<file path="config.mk">
export PLATFORM = sky130hd
export DESIGN_NAME = serial_tx
export DESIGN_NICKNAME = d
export VERILOG_FILES = /design/src/rtl/serial_tx.sv
export SDC_FILE = /design/constraint.sdc
export NUM_CORES = 1
export LEC_CHECK = 0
export CAP_MARGIN = 0
export CORE_MARGIN = 5
export CORE_UTILIZATION = 42
export CTS_CLUSTER_DIAMETER = 120
export CTS_CLUSTER_SIZE = 8
export DETAILED_ROUTE_END_ITERATION = 16
export PLACE_DENSITY_LB_ADDON = 0.08
export SLEW_MARGIN = 30
export SYNTH_ARGS = -nofsm -noshare
export SYNTH_HDL_FRONTEND = slang
export SYNTH_SLANG_ARGS = --single-unit
export TNS_END_PERCENT = 10
</file>
<file path="constraint.sdc">
create_clock -name clk -period 1.2 [get_ports clk]
set_input_delay 0.24 -clock clk [delete_from_list [all_inputs] [get_ports clk]]
set_output_delay 0.24 -clock clk [all_outputs]
set_load 0.02 [all_outputs]
</file>
<file path="src/rtl/serial_tx.sv">
// -----------------------------------------------------------------------------
// serial_tx
// Parallel-in / serial-out transmitter. A WIDTH-bit word is taken over a
// valid/ready handshake and sent LSB-first, one bit per clock, on sout.
// An even-parity bit may be appended to each frame.
//
// Compile-time option:
//   SERIAL_TX_PARITY_EN  when defined, each frame carries WIDTH data bits
//                        followed by one even-parity bit (WIDTH+1 cycles).
//
// Parameters:
//   WIDTH       data bits per frame (2..32)
//
// Ports:
//   clk         rising-edge clock
//   rst_AL      asynchronous active-low reset
//   load_valid  load_data is valid this cycle
//   load_data   word to transmit, bit 0 sent first
//   load_ready  a word will be accepted at the next rising edge
//   sout        serial data bit (registered)
//   sout_valid  sout carries a frame bit this cycle (registered)
//   last        sout is the final bit of the frame (registered)
// -----------------------------------------------------------------------------
module serial_tx #(
  parameter int WIDTH = 8
) (
  input  logic             clk,
  input  logic             rst_AL,
  input  logic             load_valid,
  input  logic [WIDTH-1:0] load_data,
  output logic             load_ready,
  output logic             sout,
  output logic             sout_valid,
  output logic             last
);

  localparam int CW = $clog2(WIDTH + 1);
  localparam logic [CW-1:0] LAST_IDX = CW'(WIDTH - 1);
`ifndef SERIAL_TX_PARITY_EN
  localparam logic [CW-1:0] PRE_LAST_IDX = CW'(WIDTH - 2);
`endif

`ifdef SERIAL_TX_PARITY_EN
  typedef enum logic [1:0] {
    ST_IDLE   = 2'd0,
    ST_SHIFT  = 2'd1,
    ST_PARITY = 2'd2
  } state_t;
`else
  typedef enum logic [1:0] {
    ST_IDLE  = 2'd0,
    ST_SHIFT = 2'd1
  } state_t;
`endif

  // r_shift holds the bits not yet on sout; the current bit lives in r_sout.
  state_t           r_state;
  state_t           w_state_nxt;
  logic [WIDTH-2:0] r_shift;
  logic [WIDTH-2:0] w_shift_nxt;
  logic [CW-1:0]    r_cnt;
  logic [CW-1:0]    w_cnt_nxt;
  logic             r_sout;
  logic             w_sout_nxt;
  logic             r_sout_valid;
  logic             w_sout_valid_nxt;
  logic             r_last;
  logic             w_last_nxt;
  logic             w_load_ready;
  logic             w_accept;
`ifdef SERIAL_TX_PARITY_EN
  logic             r_par;
  logic             w_par_nxt;
`endif

  // Ready in IDLE and on the final bit of a frame, enabling gapless frames.
  always_comb begin
    w_load_ready = 1'b0;
    if (r_state == ST_IDLE) begin
      w_load_ready = 1'b1;
    end else begin
      w_load_ready = r_last;
    end
  end

  assign w_accept   = load_valid & w_load_ready;
  assign load_ready = w_load_ready;
  assign sout       = r_sout;
  assign sout_valid = r_sout_valid;
  assign last       = r_last;

  // Next-state and next-datapath logic.
  always_comb begin
    w_state_nxt      = r_state;
    w_shift_nxt      = r_shift;
    w_cnt_nxt        = r_cnt;
    w_sout_nxt       = 1'b0;
    w_sout_valid_nxt = 1'b0;
    w_last_nxt       = 1'b0;
`ifdef SERIAL_TX_PARITY_EN
    w_par_nxt        = r_par;
`endif
    if (w_accept) begin
      // New word: bit 0 goes straight onto sout, the rest wait in r_shift.
      w_state_nxt      = ST_SHIFT;
      w_shift_nxt      = load_data[WIDTH-1:1];
      w_cnt_nxt        = {CW{1'b0}};
      w_sout_nxt       = load_data[0];
      w_sout_valid_nxt = 1'b1;
      w_last_nxt       = 1'b0;
`ifdef SERIAL_TX_PARITY_EN
      w_par_nxt        = load_data[0];
`endif
    end else begin
      case (r_state)
        ST_IDLE: begin
          w_state_nxt = ST_IDLE;
        end
        ST_SHIFT: begin
          if (r_cnt == LAST_IDX) begin
`ifdef SERIAL_TX_PARITY_EN
            // Accumulator already covers all WIDTH data bits.
            w_state_nxt      = ST_PARITY;
            w_sout_nxt       = r_par;
            w_sout_valid_nxt = 1'b1;
            w_last_nxt       = 1'b1;
`else
            w_state_nxt = ST_IDLE;
            w_shift_nxt = {(WIDTH-1){1'b0}};
            w_cnt_nxt   = {CW{1'b0}};
`endif
          end else begin
            w_state_nxt      = ST_SHIFT;
            w_shift_nxt      = r_shift >> 1;
            w_cnt_nxt        = r_cnt + CW'(1);
            w_sout_nxt       = r_shift[0];
            w_sout_valid_nxt = 1'b1;
`ifdef SERIAL_TX_PARITY_EN
            w_last_nxt       = 1'b0;
            w_par_nxt        = r_par ^ r_shift[0];
`else
            w_last_nxt       = (r_cnt == PRE_LAST_IDX);
`endif
          end
        end
`ifdef SERIAL_TX_PARITY_EN
        ST_PARITY: begin
          w_state_nxt = ST_IDLE;
          w_shift_nxt = {(WIDTH-1){1'b0}};
          w_cnt_nxt   = {CW{1'b0}};
          w_par_nxt   = 1'b0;
        end
`endif
        default: begin
          // Illegal encoding: fall back to a clean idle.
          w_state_nxt = ST_IDLE;
          w_shift_nxt = {(WIDTH-1){1'b0}};
          w_cnt_nxt   = {CW{1'b0}};
        end
      endcase
    end
  end

  // State register.
  always_ff @(posedge clk or negedge rst_AL) begin
    if (!rst_AL) begin
      r_state <= ST_IDLE;
    end else begin
      r_state <= w_state_nxt;
    end
  end

  // Datapath and registered outputs.
  always_ff @(posedge clk or negedge rst_AL) begin
    if (!rst_AL) begin
      r_shift      <= {(WIDTH-1){1'b0}};
      r_cnt        <= {CW{1'b0}};
      r_sout       <= 1'b0;
      r_sout_valid <= 1'b0;
      r_last       <= 1'b0;
`ifdef SERIAL_TX_PARITY_EN
      r_par        <= 1'b0;
`endif
    end else begin
      r_shift      <= w_shift_nxt;
      r_cnt        <= w_cnt_nxt;
      r_sout       <= w_sout_nxt;
      r_sout_valid <= w_sout_valid_nxt;
      r_last       <= w_last_nxt;
`ifdef SERIAL_TX_PARITY_EN
      r_par        <= w_par_nxt;
`endif
    end
  end

endmodule

</file>
==> results by group <==
Status
  – Status: complete, but fails checks
  – Failing checks: negative setup slack

Floorplanning
  – Initial Utilization: a little over two fifths
  – Die span in x: between 40 and 50 µm
  – # IOs: 15
  – Die Area: 2450 µm²
  – DIE HEIGHT: 49.5 µm
  – Core Area: 1490 µm²
  – Row count: 14

Critical path
  – Crit end category: flip-flop
  – Worst R2R Setup Slack: -0.11 ns
  – Critical Path, Cell by Cell: ha_2 > nand2_4 > o211a_4 > a221o_1
  – Crit Path Max Fanout: 5
  – Setup CP Type: reg -> reg
  – Crit-path leading delay family: compound AO/OA/AOI/OAI gates
  – Worst Reg-to-Reg Cells: 4
  – CP max stage cell: dfrtp_1
  – Worst Path Buf+Inv: 0
  – Worst path arrival time: 1.48 ns
  – Slowest stage delay, CP: 0.36 ns
  – Startpoint Class: flip-flop
  – Worst r2r src: r_cnt[0]
  – Data required, critical path: between 1 and 1.5 ns
  – Worst r2r dst: r_shift[1]

Global route
  – Layer with the highest usage: met2
  – Met2 Track Usage GR: 20.4%
  – Vias in the first global route: 563
  – Largest net degree at the start of global routing: 15
  – First-pass GRT wire length: between 2000 and 2500 µm
  – Total global routing overflow: 0
  – Met3 layer usage reported by global route: 6.63%
  – Initial antenna violation count: 0
  – GR Util met1: 15.8%
  – Gr usage total: around an eighth

Clock network
  – H-tree lvl count: 1
  – CTS Buf Count: 3
  – Clock sinks: 14
  – CTS tree: done
  – Clock slew at reported path FFs: 0.09 ns
  – Post-CTS Repair Setup Buffers: 0
  – Worst-Skew Late Latency: 0.28 ns
  – Hold_buf cts: 0
  – Root buf cell: clkbuf_4
  – Max clock buf depth: 2

Timing
  – Final setup fails: 8
  – Setup ws final: -0.108 ns
  – Tmin final: 1.31 ns
  – Final Hold Fails: 0
  – Max Slew Vio Count: 0
  – Relative slew slack: between 80 and 90%
  – Final period util: 109%
  – Unrepaired setup endpoints after global routing: yes
  – Clock skew: about 0.0085 ns
  – Max Freq: 765 MHz
  – Slew @ Worst Pin: 0.223 ns

Placement
  – DPL Wire Length: roughly 1100 µm
  – Port bufs: 14
  – Gpl congestion: 0.828
  – Dpl ws: -0.316 ns

Layout
  – Layout area overhead: 46.7%
  – Layout cells sized above 1: 34.9%
  – Final-stage net count: 97
  – N_diodes: 0
  – Fillers: 120
  – Utilization after layout: 64.5%

Synth
  – Synth Instances: between 50 and 60
  – Count leader, synth: dfrtp_1
  – Number of enable flip-flop cells after synthesis: 0
  – Avg Cell Area, Syn: 11.7 µm²
  – Main synth FF type: dfrtp_1
  – Yosys Warn Count: 0
  – Synth area leader: dfrtp_1
  – Netlist cell types: 25
  – Sequential share of the synthesized area: between 50 and 60%
  – Synth cell count leaders: dfrtp_1 (14), a221o_1 (6), and3_1 (6)
  – Synth top area cells: dfrtp_1 (54%), a221o_1 (9.2%), and3_1 (5.7%), ha_1 (3.8%), a22o_1 (2.7%)
  – Synth Cell Area: 654 µm²
  – Post-Syn Nets: just under 70
  – FF+latch count, synth: 14
  – Post-synth ARST share: 100%
  – Top-area cell type share of the netlist area: 53.5%

Route
  – Average wire per standard cell: 15.4 µm
  – Residual DRC count: 0
  – Via density: roughly 5.5
  – Initial DRC count: 13
  – Routed Antenna Nets: 0
  – Drt first pass iters: 4
  – Total Wirelength: 1520 µm
  – Via count: 546

Power and ir drop
  – Lkg Pwr: about 0.46 nW
  – Power per cell area: 2270 nW/µm²
  – Peak VDD IR: roughly 0.0015 V

Job
  – Max-cap violations: 0

Min path
  – Hold Crit Class: in -> async
-- per-stage QoR --
step | power (mW) | setup TNS [ns] | area, µm² | hold slack, ns | cells
floorplan | 1.36 | -1.29 | 663 | -0.0556 | 56
global route | 2.33 | -1.13 | 960 | 0.278 | 99
CTS | 2.16 | -0.715 | 953 | 0.268 | 99
detailed placement | 1.74 | -3.43 | 886 | 0.500 | 94
global placement | 1.73 | -3.14 | 886 | 0.499 | 94
finish | 2.18 | -0.669 | 960 | 0.261 | 99
-- logic make-up (layout without fill, tap and decap cells) --
logic type	after synthesis	after routing	share of synthesized area, %
adder cells (fa/ha/maj)	2	2	3.82
XOR/XNOR	1	1	1.34
multiplexers	2	2	3.25
AND/OR/NAND/NOR	17	17	15.1
buffers and inverters	5	31	4.21
AO/OA/AOI/OAI	15	16	18.7
flip-flops	14	14	53.5
-- metal layers --
metal / wire [µm] / vias to the layer above
met5: 0 / -
met4: 0 / 0
met3: 72 / 0
met2: 773 / 8
met1: 676 / 271
li1: - / 267
-- worst max-delay path by stage --
stage                from          to  slack [ns]  cells after the start
2_1_floorplan    r_cnt[0]  r_shift[1]       -0.17                      5
5_1_grt          r_cnt[1]  r_shift[1]       -0.15                      4
3_5_place_dp   load_valid  r_shift[1]       -0.32                      4
4_1_cts          r_cnt[0]  r_shift[1]       -0.12                      4
6_report         r_cnt[0]  r_shift[1]       -0.11                      4
3_3_place_gp   load_valid  r_shift[4]       -0.28                      4
-- final cells by class --
class	instances	area, µm²	share of cell area (%)
inverter	1	3.75	0.391
tap	16	20.0	2.09
multi-input combinational	38	317	33.0
clock buffer	4	36.3	3.78
timing repair buffer	26	230	24.0
sequential	14	353	36.8
-- sequential cells by signal (all words and copies together) (netlist names) --
name,count
r_shift,7
r_cnt,4
last,1
sout,1
sout_valid,1
-- cell usage in the layout, fill, tap and decap left out, drive strengths merged, types with 3 or more instances in the layout --
master         netlist  layout
a221o                6       6
clkbuf               2       5
and3                 6       6
nand2                4       4
clkdlybuf4s50        0      10
buf                  2      15
o21ai                3       3
dfrtp               14      14
-- report_power, final --
| group | total (mW) | switching [mW] | internal, mW |
|---|---|---|---|
| sequential | 0.766 | 0.114 | 0.652 |
| combinational | 1.08 | 0.491 | 0.585 |
| clock | 0.334 | 0.150 | 0.185 |
-- repair_timing --
action	in CTS	in global routing
resized for setup	23	4
setup endpoints to repair	15	15
pin swaps	2	3
cloned	1	0
hold endpoints to repair	0	0
(Power assumes the default switching activity.)
